==> config.mk <==
export PLATFORM = sky130hd
export DESIGN_NAME = efuse_macro_emu
export DESIGN_NICKNAME = d
export VERILOG_FILES = /design/src/rtl/efuse_macro_emu.sv
export SDC_FILE = /design/constraint.sdc
export NUM_CORES = 1
export LEC_CHECK = 0
export ABC_AREA = 0
export CORE_MARGIN = 4
export CORE_UTILIZATION = 46
export DETAILED_ROUTE_END_ITERATION = 12
export PLACE_DENSITY = 0.77
export SLEW_MARGIN = 15
export SYNTH_ARGS = -nofsm -noshare
export SYNTH_HDL_FRONTEND = slang
export SYNTH_SLANG_ARGS = --single-unit
==> constraint.sdc <==
create_clock -name clk -period 2.5 [get_ports clk]
set_clock_uncertainty 0.2 [all_clocks]
set_input_delay 0.25 -clock clk [delete_from_list [all_inputs] [get_ports clk]]
set_output_delay 0.25 -clock clk [all_outputs]
set_load 0.02 [all_outputs]
==> src/rtl/efuse_macro_emu.sv <==
// Synthesizable stand-in for the 256-bit eFuse hard macro. Tracks each
// AEN strobe, checks its width and mode stability, and then either returns
// one byte or blows one bit. A blown bit stays at 1 until reset.
module efuse_macro_emu #(
  parameter int unsigned    TRD_MIN   = 3,
  parameter int unsigned    TPGM_MIN  = 3,
  parameter logic [255:0]   INIT_FUSE = '0
) (
  input  logic         clk,
  input  logic         rst_n,
  input  logic         efuse_pgmen_i,
  input  logic         efuse_rden_i,
  input  logic         efuse_aen_i,
  input  logic [7:0]   efuse_addr_i,
  input  logic         err_clr_i,
  output logic [7:0]   efuse_rdata_o,
  output logic [255:0] fuse_bits_o,
  output logic         err_rd_short_o,
  output logic         err_pgm_short_o,
  output logic         err_mode_o,
  output logic         emu_busy_o
);

  typedef enum logic [1:0] {IDLE, RD_ACT, PGM_ACT, IGNORE} state_t;

  state_t       state, state_nxt;
  logic         aen_q;
  logic [9:0]   cnt, cnt_nxt;
  logic [7:0]   addr_lat, addr_nxt;
  logic [7:0]   rdata_nxt;
  logic [255:0] fuse;
  logic         pgm_wr;
  logic         set_rd_short, set_pgm_short, set_mode;
  logic         mode_bad;

  assign fuse_bits_o = fuse;
  assign emu_busy_o  = (state != IDLE);

  // State, strobe tracking, fuse array, read data and sticky error flags
  always_ff @(posedge clk or negedge rst_n) begin
    if (!rst_n) begin
      state           <= IDLE;
      aen_q           <= 1'b0;
      cnt             <= '0;
      addr_lat        <= '0;
      efuse_rdata_o   <= '0;
      fuse            <= INIT_FUSE;
      err_rd_short_o  <= 1'b0;
      err_pgm_short_o <= 1'b0;
      err_mode_o      <= 1'b0;
    end else begin
      state         <= state_nxt;
      aen_q         <= efuse_aen_i;
      cnt           <= cnt_nxt;
      addr_lat      <= addr_nxt;
      efuse_rdata_o <= rdata_nxt;
      if (pgm_wr) fuse[addr_lat] <= 1'b1;
      // a newly detected error in the clear cycle survives the clear
      err_rd_short_o  <= (err_rd_short_o  & ~err_clr_i) | set_rd_short;
      err_pgm_short_o <= (err_pgm_short_o & ~err_clr_i) | set_pgm_short;
      err_mode_o      <= (err_mode_o      & ~err_clr_i) | set_mode;
    end
  end

  // Next-state, strobe-width counting and end-of-strobe actions
  always_comb begin
    state_nxt     = state;
    cnt_nxt       = cnt;
    addr_nxt      = addr_lat;
    rdata_nxt     = efuse_rdata_o;
    pgm_wr        = 1'b0;
    set_rd_short  = 1'b0;
    set_pgm_short = 1'b0;
    set_mode      = 1'b0;
    mode_bad      = 1'b0;
    case (state)
      IDLE: begin
        if (efuse_aen_i && !aen_q) begin
          cnt_nxt  = 10'd1;
          addr_nxt = efuse_addr_i;
          if (efuse_pgmen_i && efuse_rden_i) begin
            set_mode  = 1'b1;
            state_nxt = IGNORE;
          end else if (efuse_rden_i) begin
            state_nxt = RD_ACT;
          end else if (efuse_pgmen_i) begin
            state_nxt = PGM_ACT;
          end else begin
            state_nxt = IGNORE;
          end
        end
      end
      RD_ACT, PGM_ACT: begin
        if (state == RD_ACT) mode_bad = !(efuse_rden_i && !efuse_pgmen_i);
        else                 mode_bad = !(efuse_pgmen_i && !efuse_rden_i);
        if (!efuse_aen_i) begin
          state_nxt = IDLE;
          if (state == RD_ACT) begin
            if (cnt >= 10'(TRD_MIN)) begin
              rdata_nxt = fuse[{addr_lat[7:3], 3'b000} +: 8];
            end else begin
              rdata_nxt    = 8'h00;
              set_rd_short = 1'b1;
            end
          end else begin
            if (cnt >= 10'(TPGM_MIN)) pgm_wr = 1'b1;
            else                      set_pgm_short = 1'b1;
          end
        end else if (mode_bad || (efuse_addr_i != addr_lat)) begin
          set_mode  = 1'b1;
          state_nxt = IGNORE;
        end else if (cnt != 10'h3FF) begin
          cnt_nxt = cnt + 10'd1;
        end
      end
      IGNORE: begin
        if (!efuse_aen_i) state_nxt = IDLE;
      end
      default: state_nxt = IDLE;
    endcase
  end

endmodule
# --- Word-level counts from Yosys, hierarchy flattened ---
# Index checks and enable logic that the tools add are counted.
op_classes:
  order_cmp: 3
  addsub: 1
  reduce_logical: 19
  bitwise_logic: 9
  shift: 1
  muxes: 34
  n_eq_ne: 11
op_table:
  columns: ["cell", "n"]
  rows:
  - ["$or A256 B256 Y256", 1]
  - ["$shiftx A256 B9 Y8", 1]
  - ["$mux W10", 4]
  - ["$pmux W10 S2", 1]
  - ["$mux W1", 19]
  - ["$mux W2", 6]
  - ["$add A10 B1 Y10 const B", 1]
  - ["$ge A10 B2 Y1 const B", 1]
  - ["$ne A10 B10 Y1 const B", 1]
  - ["$ne A2 B2 Y1 const B", 5]
  - ["$lt A8 B9 Y1 const B", 1]
  - ["$demux W1 S8", 1]
  - ["$ge A8 B1 Y1 const B", 1]
  - ["$mux W8", 1]
  - ["$ne A8 B8 Y1", 1]
  - ["$pmux W2 S3", 1]
  - ["$reduce_and A3 Y1", 2]
  - ["$logic_and A1 B1 Y1", 5]
  - ["$logic_not A1 Y1", 5]
  - ["$reduce_and A5 Y1", 1]
  - ["$eq A2 B2 Y1 const B", 2]
  - ["$reduce_bool A2 Y1", 2]
  - ["$and A1 B1 Y1", 3]
  - ["$ne A3 B3 Y1 const B", 1]
  - ["8 further kinds", 11]
word_totals:
  input_bits: 14
  out_inout_bits: 268
  ff_bits: 288

# --- Depth between registers and ports, before layout ---
# Gate-level depths: netlist of the first run.
depth:
  ltp_word: 10
  mapped_depth: 10

# --- Worst setup path after synthesis of the first run ---
# No wires, ideal clock.
synth_path:
  path_type: "register -> register"
  start: "register state[0]"
  end: "register fuse[79], in the netlist fuse_bits_o[79]"
  setup_time_ns: 0.078
  period_less_slack_ns: 2.337
  n_path_buf: 2
  slack_ns: 0.163
  arrival_ns: 2.059
  t_required_ns: 2.222
  stages_incl_launch_ff: 11
  path_cell_list: "dfrtp_1 inv_1 ha_1 buf_4 inv_2 or3_1 nand2b_1 nor2_1 nand2_2 buf_2 o21bai_1"
synth_via:
  elab_chain_len: 4
  word_cells_on_any_way: 6
synth_rtl:
  columns: ["item", "line", "text"]
  rows:
  - ["start, declared", "26", "state_t state, state_nxt;"]
  - ["start signal, assigned", "52", "state <= state_nxt;"]
  - ["$eq A2 B1 Y1", "76, 98", null]
  - ["$mux W1", "98", "if (state == RD_ACT) begin"]
  - ["$mux W1", "96", "if (!efuse_aen_i) begin"]
  - ["$mux W1 (*)", "76", "case (state)"]
  - ["end signal, assigned", "47", "fuse <= INIT_FUSE;"]
  - ["end signal, assigned by index", "57", "if (pgm_wr) fuse[addr_lat] <= 1'b1;"]
  - ["end, declared", "31", "logic [255:0] fuse;"]
# Mark *: on every way between the ends. The rest lies on a longest branch, timed or not.
# A chain may end at the register's enable or synchronous reset.

# --- Worst setup path after layout of the first run ---
layout_path:
  start: "register state[1]"
  end: "register fuse[135], in the netlist fuse_bits_o[135]"
# The elaborated chain is that of the path after synthesis.

==> key figures, run 1 <==
Clocking
  • Deepest clock path buffer count: 3
  • Clk sinks: 288
  • CTS clock-pin slew for the worst setup and hold paths: 0.07 ns
  • Clock Latency Late Sink: 0.59 ns
  • CTS H-tree depth: 1
  • TritonCTS clock tree: yes
  • Clk root buf: clkbuf_16
  • CTS Buf Count: 30

Global route
  • Antenna violations before repair: 0
  • First-pass GRT wire length: 66520 um
  • Remaining Overflow, GRT: 0
  • GRT Resource Usage Total: 28.26%
  • Pin count of the biggest net entering global routing: 72
  • Vias in the first global route: 10510

Hold path
  • Worst Hold Class: in -> async

Timing
  • Least-Margin Pin Slew: 0.6796 ns
  • Fin crit share: between 90% and 100%
  • Slew Viols, Final: 0
  • Final WS setup: between 0.08 and 0.09 ns
  • Hold slack final: 0.02526 ns
  • Final setup viols: 0
  • Setup TNS: 0 ns
  • F_max: between 0.4 and 0.5 GHz
  • Final hold vios: 0
  • Tmin final: 2.411 ns
  • Worst slew margin: a little over half
  • Unrepaired setup endpoints after global routing: false

Detailed routing
  • Drt pass-1 iters: 5
  • Wire per inst: around 27 um
  • Vias: 10200
  • DR vias/cell: between 6 and 7
  • Post-Route WL: roughly 44000 um
  • Antenna Violating Nets Remaining: 0
  • DRC Markers: 0
  • 1st-iter DRT viols: 991

Finish
  • Fill cells: 2044
  • Finished Layout Cells: 1641
  • Finished Core Util: 63.84%
  • P&R area growth vs syn: 36.36%
  • Ant. Diodes: 0
  • Leading cell type in the layout, fill and taps excluded: dfrtp_1
  • Layout Nets: between 1000 and 1500
  • Share of cells above drive strength 1: 16.54%
  • Final std cell area, no fill: 17250 um2
  • Most frequent cells in the layout: 286 x dfrtp_1, 280 x clkdlybuf4s50_1, 143 x a21o_1, 113 x o21bai_1, 65 x buf_4

Synth
  • Synth Instances: ~960
  • Top FF cell, synth: dfrtp_1
  • Netlist cell types: 57
  • Synthesized area: roughly 13000 um2
  • Yosys warns: 0
  • Number of synthesized flops with an enable pin: 0
  • Average cell area after synthesis: 13.24 um2
  • Net count of the mapped netlist: 974
  • Sequential element share of the synthesized area: 56.96%
  • Yosys reg bits: 288
  • Async set-reset flop share out of synthesis: 100.0%

Critical path
  • Cells on worst reg2reg path: 9
  • CP startpoint kind: flip-flop
  • Worst-path fanout max: 16
  • CP peak stage delay: 0.40 ns
  • Cells along the critical path: inv_1 > ha_2 > inv_2 > or3_4 > nand2b_4 > nor2_1 > nand2_1 > buf_4 > o21bai_1
  • R2R Path Start: state[1]
  • Critical Path AT: 2.67 ns
  • Worst R2R Setup Slack: roughly 0.089 ns
  • Kind of end point of the critical path: flip-flop
  • WP buf/inv: 3
  • CP Class: reg -> reg
  • Critical Path RT: ~2.8 ns
  • Worst path top cell family by delay: simple AND/OR/NAND/NOR gates
  • FF-to-FF End: fuse_bits_o[135]
  • Critical path's slowest cell: or3_4

Die
  • Starting Density: between 40% and 50%
  • Die height: roughly 170 um
  • Core Footprint: around 27000 um2
  • Num ports: 282
  • Die X: 173.9 um
  • DIE AREA: 30230 um2
  • Row cnt: 60

Placed design
  • Placed cells: roughly 1600
  • IO Port Bufs: 281
  • Placed inst area: around 16000 um2
  • Final HPWL DP: 31220 um
  • Dpl ws: -0.1085 ns
  • Gpl congestion: 0.9176

Power
  • Pwr dens: roughly 1200 nW/um2
  • Switching power: about 8.1 mW
  • Leak pwr: roughly 8.6 nW
  • Pwr Total: around 21 mW
  • Max VDD drop: 0.8182 mV
  • Clock power share: 20.8%
  • Internal power: 12.48 mW
  • Switching Fraction: between 30% and 40%
  • Seq pwr share: 34.3%
  • Comb pwr share: 44.9%

Outcome
  • Status: completed

Run
  • Max-cap violations: 0
[Yosys cell counts (7+ instances only)]
| cell | number | area share [%] |
|---|---|---|
| dfrtp_1 | 288 | 57 |
| a21o_1 | 143 | 8.5 |
| o21bai_1 | 113 | 6.7 |
| mux4_2 | 62 | 11 |
| nand2_1 | 41 | 1.2 |
| buf_2 | 31 | 1.2 |
| nor2_1 | 30 | 0.89 |
| nand3_1 | 27 | 1.1 |
| clkbuf_1 | 23 | 0.68 |
| nor2b_1 | 15 | 0.74 |
| nand2b_1 | 14 | 0.69 |
| a31oi_1 | 12 | 0.59 |
| nor3_1 | 11 | 0.44 |
| a22o_1 | 9 | 0.62 |
| and3_1 | 9 | 0.44 |
| inv_1 | 9 | 0.27 |
| mux2_2 | 8 | 0.71 |
| mux2i_1 | 8 | 0.63 |
| o22ai_1 | 8 | 0.40 |
| a21oi_1 | 7 | 0.28 |
[power by group through the flow]
| stage | Clock, mW | Sequential, mW | Combinational (mW) |
|---|---|---|---|
| floorplan | 0 | 7.91 | 3.90 |
| global placement | 0 | 7.08 | 8.88 |
| detailed placement | 0 | 7.11 | 8.98 |
| CTS | 4.32 | 7.06 | 9.04 |
| global route | 4.52 | 7.18 | 9.71 |
| finish | 4.29 | 7.05 | 9.24 |
[what timing repair did]
item,in CTS,in global routing
resized for setup,3,13
hold buffers,1,0
setup buffers,0,3
endpoints found under the hold margin,274,0
pin swaps,0,2
setup endpoints to repair,33,223
[per-layer routing]
metal	wire length, um	track usage [%]	vias to the layer above
met3	4340	7.917	108
met4	1659	8.578	0
met1	17300	39.06	5312
met5	0	0	-
li1	-	-	4195
met2	20360	44.07	581
[area by class of cell]
class | instances | area [um2] | share of cell area (%)
Tap cell | 341 | 426.7 | 2.473
Inverter | 10 | 37.54 | 0.2175
Clock buffer | 41 | 822.0 | 4.764
Timing Repair Buffer | 359 | 3525 | 20.43
Sequential cell | 288 | 7214 | 41.81
Multi-Input combinational cell | 591 | 5112 | 29.63
Clock inverter | 11 | 116.4 | 0.6744
[cell families after synthesis]
group | Yosys count | share of synthesized area, %
AND/OR/NAND/NOR | 173 | 7.050
multiplexers | 79 | 12.59
adder cells (fa/ha/maj) | 4 | 0.3955
flip-flops | 288 | 56.96
AO/OA/AOI/OAI | 327 | 19.33
XOR/XNOR | 8 | 0.6724
buffers and inverters | 77 | 3.006
[worst max-delay path by stage]
| stage | start | endpoint | slack, ns | cells after the start |
|---|---|---|---|---|
| after floorplan | state[0] | fuse_bits_o[79] | 0.16 | 10 |
| after global placement | efuse_aen_i | fuse_bits_o[229] | -0.02 | 7 |
| after detailed placement | efuse_aen_i | fuse_bits_o[70] | -0.11 | 6 |
| after CTS | state[0] | fuse_bits_o[204] | -0.04 | 8 |
| after global routing | cnt[0] | cnt[7] | 0.003 | 8 |
| final | state[1] | fuse_bits_o[135] | 0.09 | 9 |
[registers in the layout (all words and copies together) (netlist names), 2 cells and up]
signal         flops
state              2
efuse_rdata_o      8
cnt               10
fuse_bits_o      256
addr_lat           8
Note: power is estimated with default switching activity, not from simulation.
==> inputs of run 2 (changes only) <==
--- a/config.mk
+++ b/config.mk
@@ -6,10 +6,14 @@
 export NUM_CORES = 1
 export LEC_CHECK = 0
 export ABC_AREA = 0
+export CELL_PAD_IN_SITES_DETAIL_PLACEMENT = 1
+export CELL_PAD_IN_SITES_GLOBAL_PLACEMENT = 2
+export CORE_ASPECT_RATIO = 0.5
 export CORE_MARGIN = 4
-export CORE_UTILIZATION = 46
+export CORE_UTILIZATION = 31
 export DETAILED_ROUTE_END_ITERATION = 12
-export PLACE_DENSITY = 0.77
+export GPL_TIMING_DRIVEN = 0
+export PLACE_DENSITY_LB_ADDON = 0.1
 export SLEW_MARGIN = 15
 export SYNTH_ARGS = -nofsm -noshare
 export SYNTH_HDL_FRONTEND = slang
==> run 2 against run 1 <==
Sequential share of layout area decreased by 1.6 points. Critical endpoint is now efuse_rdata_o[3]. Fmax decreased by 3.2%. Setup slack got worse by 0.079 ns. Highest routed layer is now met5. Non-clock buffer count increased by 20. Final cell count increased by 13%. Largest power group unchanged. Via count increased by 0.84%. Design area increased by 3.9%. Sequential power decreased by 1%. Register-to-register slack got worse by 0.08 ns. First-iteration DRC count decreased by 26%.
==> key figures, run 2 (synthesized netlist as in run 1, its figures left out) <==
Detailed routing
  • Wire per inst: roughly 30 um
  • 1st-iter DRT viols: ~740
  • DRC Markers: 0
  • Post-Route WL: 56710 um
  • Antenna Violating Nets Remaining: 0
  • Drt pass-1 iters: 5
  • Vias: around 10000
  • DR vias/cell: 5.558

Timing
  • Tmin final: 2.490 ns
  • F_max: 0.4016 GHz
  • Slew Viols, Final: 0
  • Worst slew margin: ~47%
  • Setup TNS: 0 ns
  • Fin crit share: 99.61%
  • Unrepaired setup endpoints after global routing: true
  • Final setup viols: 0
  • Least-Margin Pin Slew: 0.7920 ns
  • Final hold vios: 0

Critical path
  • Cells along the critical path: buf_4 > buf_4 > mux4_2 > a22oi_2 > nand3_1 > a22o_1
  • FF-to-FF End: efuse_rdata_o[3]
  • CP startpoint kind: flip-flop
  • Kind of end point of the critical path: flip-flop
  • Critical Path RT: 2.76 ns
  • CP peak stage delay: around 0.49 ns
  • R2R Path Start: addr_lat[5]
  • CP Class: reg -> reg
  • Worst-path fanout max: 10
  • Critical path's slowest cell: dfrtp_1
  • Worst R2R Setup Slack: 0.01 ns
  • Critical Path AT: 2.75 ns
  • Cells on worst reg2reg path: 6
  • Crit-path most repeated cell: buf_4

Finish
  • Share of cells above drive strength 1: 20.45%
  • Leading cell type in the layout, fill and taps excluded: dfrtp_1
  • Fill cells: 4110
  • P&R area growth vs syn: 41.69%
  • Layout Nets: around 1300
  • Ant. Diodes: 0
  • Finished Core Util: roughly 45%
  • Most frequent cells in the layout: 288 x dfrtp_1, 279 x clkdlybuf4s50_1, 143 x a21o_1, 113 x o21bai_1, 62 x mux4_2
  • Max FFs per register: 256

Power
  • Pwr dens: approximately 1200 nW/um2
  • Comb pwr share: between 40% and 50%
  • Max VDD drop: ~0.47 mV
  • Seq pwr share: 31.6%
  • Clock power share: 20.3%
  • Switching Fraction: roughly 42%
  • Switching power: 9.296 mW
  • Leak pwr: 8.770 nW
  • Internal power: 12.81 mW

Placed design
  • Gpl congestion: 0.8922
  • Final HPWL DP: roughly 42000 um
  • IO Port Bufs: 281

Die
  • Starting Density: a little under a third
  • Die height: 150.9 um
  • Num ports: 282
  • DIE AREA: 44310 um2
  • Core Footprint: 39560 um2
  • Die X: 293.7 um
  • Row cnt: 51

Global route
  • Antenna violations before repair: 1
  • Grt met1 use: about a third
  • First-pass GRT wire length: 80510 um
  • Pin count of the biggest net entering global routing: 107
  • GRT Resource Usage Total: 25.24%
  • Remaining Overflow, GRT: 0
  • GR Layer Usage met2: 40.05%
  • GR peak layer: met2
  • M3 GR Usage: 7.634%
  • Vias in the first global route: 10970

Outcome
  • Status: completed

Clocking
  • CTS Buf Count: 29
  • Clk sinks: 288
  • CTS clock-pin slew for the worst setup and hold paths: approximately 0.07 ns
  • Deepest clock path buffer count: 3
  • Clock Latency Late Sink: 0.57 ns
  • CTS H-tree depth: 1
  • TritonCTS clock tree: yes
  • Clk root buf: clkbuf_16

Hold path
  • Worst Hold Class: in -> async

Run
  • Max-cap violations: 0
==> run 2: cell count changes in the layout (fill, tap and decap cells not counted), moves of 5 or more <==
| cell | change |
|---|---|
| buf_2 | +8 |
| buf_6 | +19 |
| nor3_1 | -5 |
| nor2_1 | -9 |
| nor2_4 | +5 |
| nand3_2 | +6 |
| clkbuf_2 | +14 |
| nand3_1 | -10 |
| buf_4 | -31 |
| nand2_1 | -6 |
| nand2_2 | +5 |
==> run 2: power groups by stage <==
stage	logic [mW]	registers, mW	clock network (mW)
final	10.6	6.98	4.50
after global routing	11.1	7.11	4.78
after detailed placement	9.68	7.04	0
after global placement	9.59	7.00	0
after CTS	10.3	6.97	4.57
after floorplan	3.90	7.91	0
==> run 2: area by class of cell <==
| cell class | count | area, um2 | share of cell area, % |
|---|---|---|---|
| flip-flops and latches | 288 | 7207 | 40.20 |
| multi-input cells | 591 | 5379 | 30.00 |
| repair buffers | 313 | 3148 | 17.56 |
| clock buffers | 37 | 765.7 | 4.271 |
| well taps | 530 | 663.1 | 3.699 |
| plain buffers | 66 | 559.3 | 3.120 |
| clock inverters | 15 | 163.9 | 0.9142 |
| inverters | 10 | 42.54 | 0.2373 |
==> run 2: stage by stage <==
stage	total power [mW]	cell area, um2	setup slack [ns]	instances	hold WS [ns]
2_1_floorplan	11.80	12650	0.1627	956	-0.2456
3_3_place_gp	16.59	16130	-11.90	1767	0.2598
3_5_place_dp	16.72	16190	-0.9521	1769	0.1187
4_1_cts	21.86	17680	0.0003153	1838	0.06400
5_1_grt	23.00	17930	-0.01031	1850	0.08843
6_report	22.11	17930	0.009688	1850	0.07175
==> run 2: per-layer routing <==
| metal | part of all wire, % | vias up |
|---|---|---|
| met1 | 44 | 5626 |
| met3 | 7.5 | 75 |
| met4 | 2.2 | 2 |
| met5 | 0.023 | - |
| li1 | - | 4242 |
| met2 | 46 | 337 |
==> run 2: worst max-delay path by stage <==
stage / cells after the start / start / slack (ns) / to
floorplan: 10 / state[0] / 0.16 / fuse_bits_o[79]
global placement: 1 / rst_n / -11.90 / fuse_bits_o[113]
detailed placement: 7 / addr_lat[4] / -0.95 / fuse_bits_o[141]
CTS: 7 / addr_lat[4] / 0.0003 / fuse_bits_o[31]
global route: 7 / addr_lat[3] / -0.01 / efuse_rdata_o[7]
finish: 6 / addr_lat[5] / 0.01 / efuse_rdata_o[3]
==> run 2: critical path: cells and delay by family, from the launching register on <==
| kind | cells | cell delay [ns] |
|---|---|---|
| compound gates | 2 | 0.60 |
| mux | 1 | 0.36 |
| flops | 1 | 0.49 |
| buf+inv | 2 | 0.61 |
| simple gates | 1 | 0.11 |
==> run 2: timing repair <==
| action | 4_1_cts | 5_1_grt |
|---|---|---|
| cloned | 1 | 0 |
| resized for setup | 124 | 46 |
| pin swaps | 6 | 7 |
| hold buffers | 1 | 0 |
| setup buffers | 15 | 13 |
| setup endpoints to repair | 271 | 229 |
| endpoints found under the hold margin | 86 | 0 |
